==> src/rtl/nn_pkg.sv <==
// Shared constants for the fully-connected stages: widths, layer codes,
// per-layer sizes and the dense sequencer state encoding.
package nn_pkg;

  localparam int DATSIZE = 22;
  localparam int PARSIZE = 16;
  localparam int FPSHIFT = 14;
  localparam int ACCW    = 48;

  localparam logic [3:0] ST_IDLE   = 4'b0000;
  localparam logic [3:0] ST_DENSE2 = 4'b1000;
  localparam logic [3:0] ST_DENSE1 = 4'b1001;

  localparam int DENSE2_N_IN = 256;
  localparam int DENSE1_N_IN = 96;
  localparam int N_OUT       = 96;

  localparam logic [6:0] LAST_OUT = 7'(N_OUT - 1);

  typedef logic [2:0] dense_fsm_t;

  localparam dense_fsm_t S_IDLE  = 3'd0;
  localparam dense_fsm_t S_ISSUE = 3'd1;
  localparam dense_fsm_t S_DRAIN = 3'd2;
  localparam dense_fsm_t S_WRITE = 3'd3;
  localparam dense_fsm_t S_FIN   = 3'd4;

  function automatic logic layer_ok(input logic [3:0] sel);
    return (sel == ST_DENSE2) || (sel == ST_DENSE1);
  endfunction

  function automatic logic [7:0] last_in(input logic [3:0] sel);
    return (sel == ST_DENSE2) ? 8'(DENSE2_N_IN - 1) : 8'(DENSE1_N_IN - 1);
  endfunction

endpackage

==> src/rtl/dense_mac_acc.sv <==
// Accumulator for one output neuron plus the bias/rescale/narrow stage.
// Build option: DENSE_SAT_EN selects saturating narrowing instead of wrap.
module dense_mac_acc
  import nn_pkg::*;
(
  input  logic                      clk,
  input  logic                      rst_n,
  input  logic                      clr,
  input  logic                      en,
  input  logic signed [PARSIZE-1:0] w_data,
  input  logic signed [DATSIZE-1:0] act_data,
  input  logic signed [PARSIZE-1:0] b_data,
  output logic signed [DATSIZE-1:0] res_out
);

  logic signed [ACCW-1:0] acc;
  logic signed [ACCW-1:0] w_ext;
  logic signed [ACCW-1:0] a_ext;
  logic signed [ACCW-1:0] b_ext;
  logic signed [ACCW-1:0] prod;
  logic signed [ACCW-1:0] res;

  assign w_ext = ACCW'(w_data);
  assign a_ext = ACCW'(act_data);
  assign b_ext = ACCW'(b_data);
  assign prod  = w_ext * a_ext;

  // Clear wins so a new neuron never inherits the previous sum.
  always_ff @(posedge clk or negedge rst_n) begin
    if (!rst_n) begin
      acc <= '0;
    end else if (clr) begin
      acc <= '0;
    end else if (en) begin
      acc <= acc + prod;
    end
  end

  assign res = (acc >>> FPSHIFT) + b_ext;

`ifdef DENSE_SAT_EN
  localparam logic signed [DATSIZE-1:0] D_MAX = {1'b0, {(DATSIZE-1){1'b1}}};
  localparam logic signed [DATSIZE-1:0] D_MIN = {1'b1, {(DATSIZE-1){1'b0}}};

  always_comb begin
    res_out = res[DATSIZE-1:0];
    if (res > ACCW'(D_MAX)) begin
      res_out = D_MAX;
    end else if (res < ACCW'(D_MIN)) begin
      res_out = D_MIN;
    end
  end
`else
  assign res_out = DATSIZE'(res);
`endif

endmodule

==> src/rtl/dense_layer_engine.sv <==
// Sequencer for the dense stages: walks neurons and inputs, drives the
// parameter stores and activation buffer, writes one result per neuron.
module dense_layer_engine
  import nn_pkg::*;
(
  input  logic                      clk,
  input  logic                      rst_n,
  input  logic                      start,
  input  logic [3:0]                layer_sel,
  output logic [3:0]                state,
  output logic                      w_en,
  output logic [6:0]                read_o,
  output logic [7:0]                read_i,
  input  logic signed [PARSIZE-1:0] w_data,
  input  logic signed [PARSIZE-1:0] b_data,
  output logic [7:0]                act_addr,
  input  logic signed [DATSIZE-1:0] act_data,
  output logic                      out_we,
  output logic [6:0]                out_addr,
  output logic signed [DATSIZE-1:0] out_data,
  output logic                      busy,
  output logic                      done,
  output logic [2:0]                fsm_state
);

  dense_fsm_t fsm;
  logic [3:0] layer;
  logic       mac_en;
  logic       mac_clr;
  logic signed [DATSIZE-1:0] mac_res;

  // Store contract: w_data/act_data answer the address presented one cycle
  // earlier; b_data answers read_o combinationally, so read_o holds in WRITE.
  always_ff @(posedge clk or negedge rst_n) begin
    if (!rst_n) begin
      fsm    <= S_IDLE;
      layer  <= ST_IDLE;
      read_i <= '0;
      read_o <= '0;
      mac_en <= 1'b0;
    end else begin
      mac_en <= (fsm == S_ISSUE);
      case (fsm)
        S_IDLE: begin
          if (start) begin
            if (layer_ok(layer_sel)) begin
              layer  <= layer_sel;
              read_i <= '0;
              read_o <= '0;
              fsm    <= S_ISSUE;
            end else begin
              fsm <= S_FIN;
            end
          end
        end
        S_ISSUE: begin
          if (read_i == last_in(layer)) begin
            read_i <= '0;
            fsm    <= S_DRAIN;
          end else begin
            read_i <= read_i + 8'd1;
          end
        end
        S_DRAIN: fsm <= S_WRITE;
        S_WRITE: begin
          if (read_o == LAST_OUT) begin
            fsm <= S_FIN;
          end else begin
            read_o <= read_o + 7'd1;
            fsm    <= S_ISSUE;
          end
        end
        S_FIN: begin
          read_o <= '0;
          layer  <= ST_IDLE;
          fsm    <= S_IDLE;
        end
        default: fsm <= S_IDLE;
      endcase
    end
  end

  assign w_en      = (fsm == S_ISSUE);
  assign mac_clr   = w_en && (read_i == 8'd0);
  assign busy      = (fsm == S_ISSUE) || (fsm == S_DRAIN) || (fsm == S_WRITE);
  assign done      = (fsm == S_FIN);
  assign state     = busy ? layer : ST_IDLE;
  assign act_addr  = read_i;
  assign out_we    = (fsm == S_WRITE);
  assign out_addr  = read_o;
  assign out_data  = out_we ? mac_res : '0;
  assign fsm_state = fsm;

  dense_mac_acc u_mac (
    .clk      (clk),
    .rst_n    (rst_n),
    .clr      (mac_clr),
    .en       (mac_en),
    .w_data   (w_data),
    .act_data (act_data),
    .b_data   (b_data),
    .res_out  (mac_res)
  );

endmodule

==> config.mk <==
export PLATFORM = sky130hd
export DESIGN_NAME = dense_layer_engine
export DESIGN_NICKNAME = d
export VERILOG_FILES = /design/src/rtl/nn_pkg.sv /design/src/rtl/dense_mac_acc.sv /design/src/rtl/dense_layer_engine.sv
export SDC_FILE = /design/constraint.sdc
export NUM_CORES = 1
export LEC_CHECK = 0
export ABC_AREA = 1
export CORE_MARGIN = 5
export CORE_UTILIZATION = 38
export DETAILED_ROUTE_END_ITERATION = 6
export PLACE_DENSITY = 0.67
export SLEW_MARGIN = 10
export SYNTH_ARGS = -nofsm -noshare
export SYNTH_HDL_FRONTEND = slang
export SYNTH_SLANG_ARGS = --single-unit
export TNS_END_PERCENT = 5
==> constraint.sdc <==
create_clock -name clk -period 13.97 [get_ports clk]
set_clock_uncertainty 0.1 [all_clocks]
set_input_delay 2.0955 -clock clk [delete_from_list [all_inputs] [get_ports clk]]
set_output_delay 2.0955 -clock clk [all_outputs]
set_load 0.03 [all_outputs]
==> results.toml, run 1 <==
[logic_synthesis]
synthTopCellsByCount = "663 x sky130_fd_sc_hd__inv_1, 604 x sky130_fd_sc_hd__nand2_1, 367 x sky130_fd_sc_hd__fa_1"
synth_area_leader_cell = "sky130_fd_sc_hd__fa_1"
post_synthesis_instance_area_um2 = 18200
synth.lib_cells_used.distinct = 51
yosysTopAreaCellShare_pct = 40.4
synth-main-ff-cell = "sky130_fd_sc_hd__dfrtp_1"
synth_edf_count = 0
netlist_top_cells_area = "sky130_fd_sc_hd__fa_1 40%, sky130_fd_sc_hd__inv_1 14%, sky130_fd_sc_hd__nand2_1 12%, sky130_fd_sc_hd__ha_1 8.9%, sky130_fd_sc_hd__dfrtp_1 8.1%"
synth-seq-cells = 59
yosys_warning_count = 0
synth.avg_cell_area_um2 = 7.59
async_flop_share_pct = 100
yosysMostFrequentCell = "sky130_fd_sc_hd__inv_1"
syn_inst = 2397
synthesis.nets = 2954
ys_seq_area_share_pct = 8.12

[critical_path]
worstSetupPathType = "in2reg"
worst-path-buf-inv = 7
worst_setup_path_end_kind = "register"
arrival_ns = 8.64
critical_path_max_stage_delay_ns = 0.87
critical_path.top_delay_family = "adder cells"
slowest_stage = "sky130_fd_sc_hd__clkdlybuf4s50_1"
critical_path.startpoint_type = "primary input"
critical_path.max_fanout = 22
path_cells = "clkdlybuf4s50_1, nand2_1, inv_1, fa_1, inv_1, fa_1, fa_1, inv_1, fa_1, fa_1, inv_1, fa_1, inv_1, ha_1, nand2_1, nor2_1, inv_1, nor3_1, nand3_1, nand3_1, nand2_1, o21ai_0"
critical_path_data_required_time_ns = 14.10

[clocking]
post_cts_buffers = 0
clkSlewWorstSetupHoldPaths_ns = 0.06
insertion_delay_ns = 0.34
tritoncts = "built"
root_buffer = "sky130_fd_sc_hd__clkbuf_16"
cts_made_buffers = 9
cts_max_path_buffers = 2
ctsHtreeMaxLevel = 3
clock-sinks = 59
ctsResizeCount = 0
cts-hold-fix-buffers = 0

[placed_design]
placer_congestion = 0.911
detailedPlacementHpwl_um = 41000
port_buffers = 123

[global_route]
overflow = 0
grt_pass1_wl_um = 80700
grtUsageTotal_pct = 18.6
pin_count_of_the_biggest_net_entering_global_routing = 60
grt_pass1_vias = 15900
number_of_antenna_violations_at_the_first_check_in_global_routing = 0

[timing]
slew-limit-headroom_pct = 31.1
final_min_period_over_clock_period_pct = 60.9
setup_viol_count_final = 0
setup_tns_ns = 0
rsz0062_at_grt = "no"
timing.final.crit_period_ns = 8.51
fmax_ghz = 0.118
worst-slew-pin-transition_ns = 1.03
final_hold_viol_count = 0
report.final.slew_viol_count = 0

[die]
num_io_pins = 124
initial_standard_cell_utilization_of_the_core_pct = 38.2
coreArea_um2 = 47500
num_rows = 80
die_area_um2 = 52300
fp.dieW_um = 229
chip_height_um = 229

[status]
status = "finished clean"

[finish]
layout-area-overhead-vs-synth_pct = 10.7
n_antenna_cell = 0
fillerInstances = 4716
drive_above_1_share_pct = 2.57
fin_nets = 3000

[worst_hold_path]
holdCritPathClass = "reg2reg"

[route]
wire_per_inst_um = 15.5
drtIter0Drc = 714
routed_via_density = 4.80
routed_wirelength_um = 47400
final_routed_drc_violation_total = 0
via_count = 14700
route.antenna.remaining_nets = 0
first_pass_iters = 5

[flow_run]
cap_violations = 0
per-stage QoR:
| step | cell area (µm²) | cells | util (%) | hold slack, ns | worst slack (ns) |
|---|---|---|---|---|---|
| CTS | 20100 | 3063 | 42.3 | 0.382 | 5.50 |
| global placement | 19800 | 3047 | 41.6 | 0.353 | 5.25 |
| finish | 20100 | 3063 | 42.3 | 0.383 | 5.46 |
| detailed placement | 19800 | 3047 | 41.6 | 0.361 | 5.17 |
| floorplan | 18200 | 2397 | - | 0.336 | 6.59 |
| global route | 20100 | 3063 | 42.3 | 0.431 | 5.07 |
path summary, 6_finish.rpt:
path,slack [ns],from,cells after the start,end
worst max-delay path,5.46,w_data[1],22,u_mac.acc[32]
worst min-delay path,0.38,layer[2],2,layer[2]
worst max register to register,8.77,u_mac.acc[15],18,u_mac.acc[32]
worst min register to register,0.38,layer[2],2,layer[2]
max in group asynchronous,11.36,rst_n,2,u_mac.acc[5]
min in group asynchronous,1.85,rst_n,2,u_mac.acc[34]
per-layer routing:
layer  GRT usage [%]  vias up  routed length [µm]
met3            1.94       60                2000
met4            4.10        0                 838
met2            32.0      385               22700
met5               0        -                   0
met1            25.6     7225               21900
li1                -     7037                   -
placed cells by master (no fill, tap or decap), types with 6 or more instances in the layout:
cell	instances
sky130_fd_sc_hd__o21ai_1	16
sky130_fd_sc_hd__nand4_1	13
sky130_fd_sc_hd__a21o_1	6
sky130_fd_sc_hd__a21oi_1	86
sky130_fd_sc_hd__dfrtp_1	59
sky130_fd_sc_hd__o21ai_0	60
sky130_fd_sc_hd__ha_1	129
sky130_fd_sc_hd__nand3_1	62
sky130_fd_sc_hd__inv_1	663
sky130_fd_sc_hd__buf_4	6
sky130_fd_sc_hd__or2_2	7
sky130_fd_sc_hd__fa_1	367
sky130_fd_sc_hd__nand2_1	604
sky130_fd_sc_hd__nand3b_1	6
sky130_fd_sc_hd__nor2_1	133
sky130_fd_sc_hd__clkdlybuf4s50_1	122
sky130_fd_sc_hd__nor3_1	6
sky130_fd_sc_hd__inv_2	9
sky130_fd_sc_hd__clkbuf_16	9
sky130_fd_sc_hd__o21bai_1	11
worst min-delay path, delay by kind of cell, from the launching register on:
family | cells | cell delay, ns
buf+inv | 1 | 0.04
flops | 1 | 0.35
simple gates | 1 | 0.06
logic make-up (layout without fill, tap and decap cells):
group | count (synthesis) | count (layout) | synth area share, %
simple gates | 865 | 865 | 19.7
flops | 59 | 59 | 8.12
buf+inv | 766 | 817 | 16.2
fa+ha+maj | 496 | 496 | 49.3
xor+xnor | 10 | 10 | 0.523
compound gates | 201 | 201 | 6.14
state kept, by name, summed over array words and instances (netlist names):
| signal | cells |
|---|---|
| mac_en | 1 |
| out_addr | 7 |
| act_addr | 8 |
| layer | 4 |
| fsm_state | 3 |
| u_mac.acc | 36 |
layout make-up:
class	count	area, µm²	share of cell area [%]
clock buffer	10	239	1.19
sequential	59	1480	7.34
inverter	672	2520	12.5
tap	615	769	3.82
clock inverter	6	87.6	0.435
timing repair buffer	129	1270	6.32
multi-input combinational	1572	13800	68.4
Power of run 1 is left out: the tool's default activity adds up to more than one toggle a clock period on the data nets, which glitch-free logic cannot reach.
==> run 2: changes to the inputs <==
--- a/config.mk
+++ b/config.mk
@@ -9,7 +9,7 @@
 export CORE_MARGIN = 5
 export CORE_UTILIZATION = 38
 export DETAILED_ROUTE_END_ITERATION = 6
-export PLACE_DENSITY = 0.67
+export PLACE_DENSITY = 0.7
 export SLEW_MARGIN = 10
 export SYNTH_ARGS = -nofsm -noshare
 export SYNTH_HDL_FRONTEND = slang
==> constraint.sdc (replaced) <==
create_clock -name clk -period 7.8 [get_ports clk]
set_clock_uncertainty 0.1 [all_clocks]
set_input_delay 1.17 -clock clk [delete_from_list [all_inputs] [get_ports clk]]
set_output_delay 1.17 -clock clk [all_outputs]
set_load 0.03 [all_outputs]
==> run 2 against run 1 <==
  * Sequential cell count unchanged
  * Non-clock buffer count up 35
  * Global-route usage up 0.19 points
  * Die area unchanged
  * Hold slack worse by 0.013 ns
  * Design area up 1.1%
==> results.toml, run 2 (synthesis gave the netlist of run 1 again) <==
[status]
status = "finished clean"

[critical_path]
critical_path.startpoint_type = "primary input"
worst_setup_path_end_kind = "register"
critical_path.max_fanout = 17
worstSetupPathType = "in2reg"
arrival_ns = 7.36
critical_path_source = "w_data[10]"
critical_path_data_required_time_ns = 7.92
worstReg2RegStart = "u_mac.acc[15]"

[route]
routed_via_density = 4.83
final_routed_drc_violation_total = 0
route.antenna.remaining_nets = 0
first_pass_iters = 5
drtIter0Drc = 830
routed_wirelength_um = 47700
via_count = 15000
wire_per_inst_um = 15.4

[finish]
final_common_cell = "sky130_fd_sc_hd__inv_1"
fin_nets = 3035
max_flop_register = "u_mac.acc"
layout-area-overhead-vs-synth_pct = 11.9
final_cell_area_um2 = 20400
n_antenna_cell = 0
drive_above_1_share_pct = 3.91
layout.cells.most_common_list = "663 x sky130_fd_sc_hd__inv_1, 604 x sky130_fd_sc_hd__nand2_1, 367 x sky130_fd_sc_hd__fa_1"
largest_register_ff_count = 36
fillerInstances = 4676
final_cells = 3098

[flow_run]
cap_violations = 0

[clocking]
root_buffer = "sky130_fd_sc_hd__clkbuf_16"
post_cts_buffers = 0
clock-sinks = 59
insertion_delay_ns = 0.34
ctsResizeCount = 0
clkSlewWorstSetupHoldPaths_ns = 0.06
tritoncts = "built"
cts_made_buffers = 9
cts_max_path_buffers = 2
ctsHtreeMaxLevel = 3
cts-hold-fix-buffers = 0

[die]
num_io_pins = 124
num_rows = 80
chip_height_um = 229
die_area_um2 = 52300
initial_standard_cell_utilization_of_the_core_pct = 38.2
fp.dieW_um = 229
coreArea_um2 = 47500

[global_route]
number_of_antenna_violations_at_the_first_check_in_global_routing = 0
pin_count_of_the_biggest_net_entering_global_routing = 60
grt_pass1_wl_um = 81900
grt_pass1_vias = 16200
globalRouteMet2Util_pct = 32.1
grtUsageTotal_pct = 18.8
grt_use_met1_pct = 25.9
grt_busiest_layer = "met2"
overflow = 0
grt_use_met3_pct = 2.22

[timing]
timing.final.crit_period_ns = 7.24
final_min_period_over_clock_period_pct = 92.9
report.final.slew_viol_count = 0
setup_viol_count_final = 0
fmax_ghz = 0.138
setup_tns_ns = 0
worst-slew-pin-transition_ns = 0.972
rsz0062_at_grt = "no"
slew-limit-headroom_pct = 35.1
final_hold_viol_count = 0
worst_slack_ns = 0.557

[worst_hold_path]
worst_hold_startpoint = "layer[1]"
holdCritPathClass = "reg2reg"

[placed_design]
placement.cell_area_um2 = 20100
detailedPlacementHpwl_um = 42000
place_ws_ns = 0.209
port_buffers = 123
place_inst = 3082
placer_congestion = 0.903
==> run 2: changes by cell type in the layout (fill, tap and decap cells not counted), sizes merged <==
cell and change:
bufinv -1, buf +35, clkinvlp +1
==> run 2: final cells by class <==
cell class	instances	area, µm²	share of cell area [%]
clock inverter	6	65.1	0.320
multi-input combinational	1572	13800	67.6
timing repair buffer	164	1530	7.54
clock buffer	10	229	1.12
inverter	672	2520	12.4
tap	615	769	3.78
sequential	59	1480	7.25
==> run 2: worst paths after layout <==
kind                                  to  slack (ns)  cells after the start
max                        u_mac.acc[35]        0.56                     21
min                             layer[1]        0.37                      2
max reg2reg                u_mac.acc[33]        2.68                     20
min reg2reg                     layer[1]        0.37                      2
max in group asynchronous    out_addr[6]        6.11                      2
min in group asynchronous  u_mac.acc[22]        0.92                      2
==> run 2: routing by layer <==
metal | vias up | share of wire, % | wire, µm
li1 | 7089 | - | -
met1 | 7399 | 45 | 21500
met2 | 408 | 48 | 23000
met3 | 74 | 4.5 | 2130
met4 | 0 | 2.1 | 1010
met5 | - | 0 | 0
==> run 2: through the flow <==
step	hold WS, ns	util (%)
global placement	0.356	42.2
floorplan	0.336	-
detailed placement	0.358	42.2
CTS	0.373	42.8
global route	0.393	42.8
finish	0.370	42.8
==> run 2: worst max-delay path, stage by stage <==
cell and delay (ns):
sky130_fd_sc_hd__clkdlybuf4s50_1 0.96, sky130_fd_sc_hd__buf_4 0.27, sky130_fd_sc_hd__nand2_1 0.08, sky130_fd_sc_hd__fa_1 0.58, sky130_fd_sc_hd__inv_1 0.06, sky130_fd_sc_hd__fa_1 0.44, sky130_fd_sc_hd__fa_1 0.45, sky130_fd_sc_hd__fa_1 0.55
sky130_fd_sc_hd__fa_1 0.52, sky130_fd_sc_hd__inv_1 0.05, sky130_fd_sc_hd__fa_1 0.48, sky130_fd_sc_hd__inv_1 0.04, sky130_fd_sc_hd__ha_1 0.33, sky130_fd_sc_hd__a21oi_1 0.26, sky130_fd_sc_hd__a21boi_0 0.37, sky130_fd_sc_hd__and2_1 0.19
sky130_fd_sc_hd__nand2_2 0.10, sky130_fd_sc_hd__a21oi_1 0.22, sky130_fd_sc_hd__nand3_1 0.10, sky130_fd_sc_hd__nand3_1 0.09, sky130_fd_sc_hd__nand2_1 0.06
Power of run 2 is left out for the same reason.
==> run 3: changes to the inputs <==
--- a/config.mk
+++ b/config.mk
@@ -9,7 +9,8 @@
 export CORE_MARGIN = 5
 export CORE_UTILIZATION = 38
 export DETAILED_ROUTE_END_ITERATION = 6
-export PLACE_DENSITY = 0.7
+export GPL_ROUTABILITY_DRIVEN = 1
+export PLACE_DENSITY = 0.67
 export SLEW_MARGIN = 10
 export SYNTH_ARGS = -nofsm -noshare
 export SYNTH_HDL_FRONTEND = slang
==> constraint.sdc (replaced) <==
create_clock -name clk -period 8.19 [get_ports clk]
set_clock_uncertainty 0.1 [all_clocks]
set_input_delay 1.2285 -clock clk [delete_from_list [all_inputs] [get_ports clk]]
set_output_delay 1.2285 -clock clk [all_outputs]
set_load 0.03 [all_outputs]
==> run 3 against run 2 <==
  * Critical path depth shrank 1
  * Register-to-register slack improved by 0.37 ns
  * Clock-buffer cell count shrank 1
  * Sequential share of layout area hardly changed
  * Via count fell by 1.1%
  * Design area down 0.30%
  * Setup slack better by 0.37 ns
  * First-iteration DRC count down 6.7%
  * Non-clock buffer count fell by 9
  * Hold slack improved by 0.013 ns
  * Die area unchanged
  * Largest cell class unchanged
==> results.toml, run 3 (synthesis gave the netlist of run 1 again) <==
[timing]
setup_viol_count_final = 0
final_hold_viol_count = 0
fmax_ghz = 0.138
worst_slack_ns = 0.929
final_min_period_over_clock_period_pct = 88.7
setup_tns_ns = 0
report.final.slew_viol_count = 0
slew-limit-headroom_pct = 31.1
rsz0062_at_grt = "no"
timing.final.crit_period_ns = 7.26
worst-slew-pin-transition_ns = 1.03

[flow_run]
cap_violations = 0

[finish]
max_flop_register = "u_mac.acc"
layout-area-overhead-vs-synth_pct = 11.6
fin_nets = 3026
drive_above_1_share_pct = 3.60
largest_register_ff_count = 36
final_common_cell = "sky130_fd_sc_hd__inv_1"
n_antenna_cell = 0
layout.cells.most_common_list = "663 x sky130_fd_sc_hd__inv_1, 604 x sky130_fd_sc_hd__nand2_1, 367 x sky130_fd_sc_hd__fa_1"
final_cell_area_um2 = 20300

[critical_path]
r2r-end = "u_mac.acc[33]"
rr_worst_depth = 20
critical_path_data_required_time_ns = 8.32
endpoint = "u_mac.acc[34]"
worstSetupPathType = "in2reg"
worst_setup_path_end_kind = "register"
r2r_setup_slack_ns = 3.05
critical_path_source = "w_data[1]"
arrival_ns = 7.39
critical_path.startpoint_type = "primary input"
worstReg2RegStart = "u_mac.acc[15]"
critical_path.max_fanout = 16

[die]
coreArea_um2 = 47500
die_area_um2 = 52300
num_rows = 80
fp.dieW_um = 229
num_io_pins = 124
chip_height_um = 229
initial_standard_cell_utilization_of_the_core_pct = 38.2

[clocking]
clkSlewWorstSetupHoldPaths_ns = 0.06
cts-hold-fix-buffers = 0
ctsResizeCount = 0
insertion_delay_ns = 0.34
clock-sinks = 59
ctsHtreeMaxLevel = 3
post_cts_buffers = 0
cts_made_buffers = 9
tritoncts = "built"
cts_max_path_buffers = 2
root_buffer = "sky130_fd_sc_hd__clkbuf_16"

[placed_design]
port_buffers = 123
placer_congestion = 0.897
detailedPlacementHpwl_um = 41800
placement.cell_area_um2 = 20000
place_ws_ns = 0.549

[route]
drtIter0Drc = 774
route.antenna.remaining_nets = 0
via_count = 14800
routed_wirelength_um = 47600
first_pass_iters = 5
wire_per_inst_um = 15.4
final_routed_drc_violation_total = 0
routed_via_density = 4.79

[global_route]
grtUsageTotal_pct = 18.6
overflow = 0
pin_count_of_the_biggest_net_entering_global_routing = 60
grt_pass1_vias = 16100
number_of_antenna_violations_at_the_first_check_in_global_routing = 0
grt_pass1_wl_um = 81000

[worst_hold_path]
holdCritPathClass = "reg2reg"

[status]
status = "finished clean"
[run 3: worst min-delay path by stage]
stage,from,slack (ns),endpoint,depth (start not counted)
CTS,layer[1],0.38,layer[1],2
detailed placement,layer[1],0.36,layer[1],2
global route,layer[1],0.41,layer[1],2
finish,layer[1],0.38,layer[1],2
global placement,layer[1],0.35,layer[1],2
floorplan,layer[1],0.34,layer[1],2
[run 3: metal layers]
metal,part of all wire (%),global-route usage (%)
met4,1.9,4.08
met3,3.4,1.79
met1,45,24.7
met2,50,33.2
met5,0,0
[run 3: through the flow]
stage,instances,hold WS [ns],utilization [%]
after floorplan,2397,0.336,-
after global placement,3073,0.353,42.0
after detailed placement,3073,0.357,42.0
after CTS,3089,0.380,42.7
after global routing,3089,0.413,42.7
final,3089,0.382,42.7
[run 3: worst max-delay path: stages]
cell	delay, ns
sky130_fd_sc_hd__clkdlybuf4s50_1	0.88
sky130_fd_sc_hd__nand2_1	0.25
sky130_fd_sc_hd__inv_1	0.14
sky130_fd_sc_hd__fa_1	0.51
sky130_fd_sc_hd__fa_1	0.89
sky130_fd_sc_hd__fa_1	0.53
sky130_fd_sc_hd__fa_1	0.52
sky130_fd_sc_hd__fa_1	0.51
sky130_fd_sc_hd__inv_1	0.06
sky130_fd_sc_hd__fa_1	0.48
sky130_fd_sc_hd__inv_1	0.04
sky130_fd_sc_hd__ha_1	0.34
sky130_fd_sc_hd__a21oi_1	0.23
sky130_fd_sc_hd__o21bai_1	0.09
sky130_fd_sc_hd__a21oi_1	0.16
sky130_fd_sc_hd__o21ai_0	0.12
sky130_fd_sc_hd__a21oi_1	0.17
sky130_fd_sc_hd__nand3b_1	0.10
sky130_fd_sc_hd__nand3_1	0.09
sky130_fd_sc_hd__nand2_1	0.06
[run 3: area by class of cell]
cell class | instances | area, µm²
Sequential cell | 59 | 1480
Clock inverter | 7 | 75.1
Fill cell | 4695 | 27300
Timing Repair Buffer | 155 | 1470
Inverter | 672 | 2520
Tap cell | 615 | 769
Multi-Input combinational cell | 1572 | 13800
Clock buffer | 9 | 225
Power of run 3 is left out for the same reason.
==> RTL edit: new RTL, config.mk and constraints of run 3 <==
Add an input register stage for `start`, `layer_sel`, `w_data`, `b_data` and `act_data`, cleared by the reset; this delays them by one clock. Comments in the files are not updated.
--- a/src/rtl/dense_layer_engine.sv
+++ b/src/rtl/dense_layer_engine.sv
@@ -23,6 +23,28 @@
   output logic [2:0]                fsm_state
 );
 
+  logic start_q;
+  logic [3:0] layer_sel_q;
+  logic signed [PARSIZE-1:0] w_data_q;
+  logic signed [PARSIZE-1:0] b_data_q;
+  logic signed [DATSIZE-1:0] act_data_q;
+
+  always_ff @(posedge clk or negedge rst_n) begin
+    if (!rst_n) begin
+      start_q     <= '0;
+      layer_sel_q <= '0;
+      w_data_q    <= '0;
+      b_data_q    <= '0;
+      act_data_q  <= '0;
+    end else begin
+      start_q     <= start;
+      layer_sel_q <= layer_sel;
+      w_data_q    <= w_data;
+      b_data_q    <= b_data;
+      act_data_q  <= act_data;
+    end
+  end
+
   dense_fsm_t fsm;
   logic [3:0] layer;
   logic       mac_en;
@@ -42,9 +64,9 @@
       mac_en <= (fsm == S_ISSUE);
       case (fsm)
         S_IDLE: begin
-          if (start) begin
-            if (layer_ok(layer_sel)) begin
-              layer  <= layer_sel;
+          if (start_q) begin
+            if (layer_ok(layer_sel_q)) begin
+              layer  <= layer_sel_q;
               read_i <= '0;
               read_o <= '0;
               fsm    <= S_ISSUE;
@@ -96,9 +118,9 @@
     .rst_n    (rst_n),
     .clr      (mac_clr),
     .en       (mac_en),
-    .w_data   (w_data),
-    .act_data (act_data),
-    .b_data   (b_data),
+    .w_data   (w_data_q),
+    .act_data (act_data_q),
+    .b_data   (b_data_q),
     .res_out  (mac_res)
   );
 
Check against the original RTL: not equivalent (a bounded check fails within 4 cycles, from zero or initial values and one cycle with rst_n low).
==> RTL edit against run 3 <==
Sequential cell count up 59. Worst setup slack better by 0.72 ns. Core utilization up 0.17 points. Routed wire length up 7.1%. Register-to-register slack worse by 1.4 ns. Critical endpoint is now u_mac.acc[35]. Worst hold slack worse by 0.0092 ns. Non-clock buffer count down 28. Area after synthesis up 8.3%. Die area up 7.9%. Final cell count up 4.2%. Design area up 8.3%. Synthesized cell count up 3.3%.
Power is not shown: default switching activity piles up to over one toggle a cycle in this logic, so the estimate is an artifact.
==> RTL edit: results <==
metrics = {
    "route": {
        "first_pass_iters": 5,
        "routed_wl_mm": 50.95,
        "viasPerCell": 4.753,
        "drt_iter0_drc": 835,
        "avgRoutedWirePerCell_um": 15.82,
    },
    "logic_synthesis": {
        "synth_area_leaders": "fa_1 37%, dfrtp_1 15%, inv_1 13%",
        "synth-main-ff-cell": "dfrtp_1",
        "ys_types": 45,
        "synth_compound_area_share_pct": 5.712,
        "seq_area_frac_synth_pct": 14.99,
        "synth-xor-area-share_pct": 0.8005,
        "syn_avg_cell_area_um2": 7.954,
        "yosys-top-cells-count": "682 x inv_1, 626 x nand2_1, 367 x fa_1",
        "async_flop_share_pct": 100.0,
        "syn_nets": 3033,
        "synth_warnings": 0,
        "synth.area.mux_share_pct": 0,
        "synth_fa_ha_area_share_pct": 45.50,
    },
    "worst_setup_path": {
        "worstRegToRegCells": 20,
        "critPathMaxStageDelay_ns": 0.92,
        "path_max_fanout": 22,
        "reg2reg_from": "w_data_q[1]",
        "timing.rr.end": "u_mac.acc[35]",
        "critPathTopFamily": "adder cells",
        "reg2reg_slack_ns": 1.65,
        "cp.arrival_ns": 6.78,
        "cpMaxStageDelayCell": "fa_1",
    },
    "clocking": {
        "post-cts-setup-buffer-count": 0,
        "insertion_delay_ns": 0.46,
        "cts_resized": 0,
        "cts.clk_slew.worst_paths_ns": 0.06,
        "clk_path_buf_depth": 2,
        "cts_buffers": 17,
        "htree_levels": 4,
        "root_buffer": "clkbuf_16",
    },
    "min_path": {
        "hp-start": "layer[2]",
        "hold_class": "flip-flop to flip-flop",
        "holdPathEnd": "layer[2]",
        "hold_depth": 2,
    },
    "global_route": {
        "grt_max_degree": 70,
        "grt_pass1_vias": 16700,
        "antenna_found_initial": 0,
        "grt_usage_pct": 18.83,
        "grt_pass1_wl_mm": 85.90,
    },
    "layout": {
        "drive_above_1_share_pct": 2.480,
        "fill_cells": 5082,
        "diodes": 0,
        "final_nets": 3084,
        "largestRegisters": "u_mac.acc (36), act_data_q (22)",
    },
    "placed_design": {
        "dp_hpwl_mm": 42.07,
        "gp_congestion": 0.8838,
        "place_area_um2": 21380,
        "io_buffers": 123,
        "dp_cells": 3188,
    },
    "sta": {
        "slew_headroom_pct": 31.49,
        "finalHoldWorstSlack_ns": 0.3732,
    },
    "status": {
        "status": "completed",
    },
}
==> RTL edit: layout make-up <==
class	instances	area share, %
clock buffers	17	1.935
well taps	680	3.870
flip-flops and latches	118	13.43
inverters	687	11.73
multi-input cells	1576	62.46
repair buffers	127	5.743
clock inverters	15	0.8253
==> RTL edit: metrics by stage <==
stage | setup WS [ns] | utilization (%)
detailed placement | 1.755 | 41.67
finish | 1.651 | 42.85
CTS | 1.667 | 42.85
floorplan | 2.530 | -
global route | 1.374 | 42.85
global placement | 1.772 | 41.67
==> RTL edit: how the worst max path moves through the flow <==
stage	slack (ns)	startpoint	endpoint	depth (start not counted)
floorplan	2.53	act_data_q[21]	u_mac.acc[34]	22
global placement	1.77	w_data_q[1]	u_mac.acc[35]	22
detailed placement	1.75	w_data_q[1]	u_mac.acc[31]	19
CTS	1.67	w_data_q[1]	u_mac.acc[35]	20
global route	1.37	w_data_q[1]	u_mac.acc[35]	20
finish	1.65	w_data_q[1]	u_mac.acc[35]	20
==> RTL edit: routing by layer <==
metal | track usage [%] | up-vias | share of wire, %
li1 | - | 7263 | -
met1 | 25.40 | 7547 | 45
met2 | 31.90 | 421 | 49
met3 | 2.773 | 75 | 5.0
met4 | 5.213 | 0 | 1.9
met5 | 0 | - | 0
==> RTL edit: worst reg2reg max path, cell delays in order (launching register included) <==
cell and delay (ns):
dfrtp_1 0.84, nand2_1 0.27, inv_1 0.14, fa_1 0.50, fa_1 0.92, fa_1 0.57
fa_1 0.58, inv_1 0.06, fa_1 0.39, fa_1 0.52, inv_1 0.05, ha_1 0.34
a21oi_1 0.23, a21boi_0 0.35, nand2_1 0.10, a21oi_1 0.12, nand2_1 0.12, inv_1 0.07
nand2_1 0.05, nand3_1 0.06, nand2_1 0.06
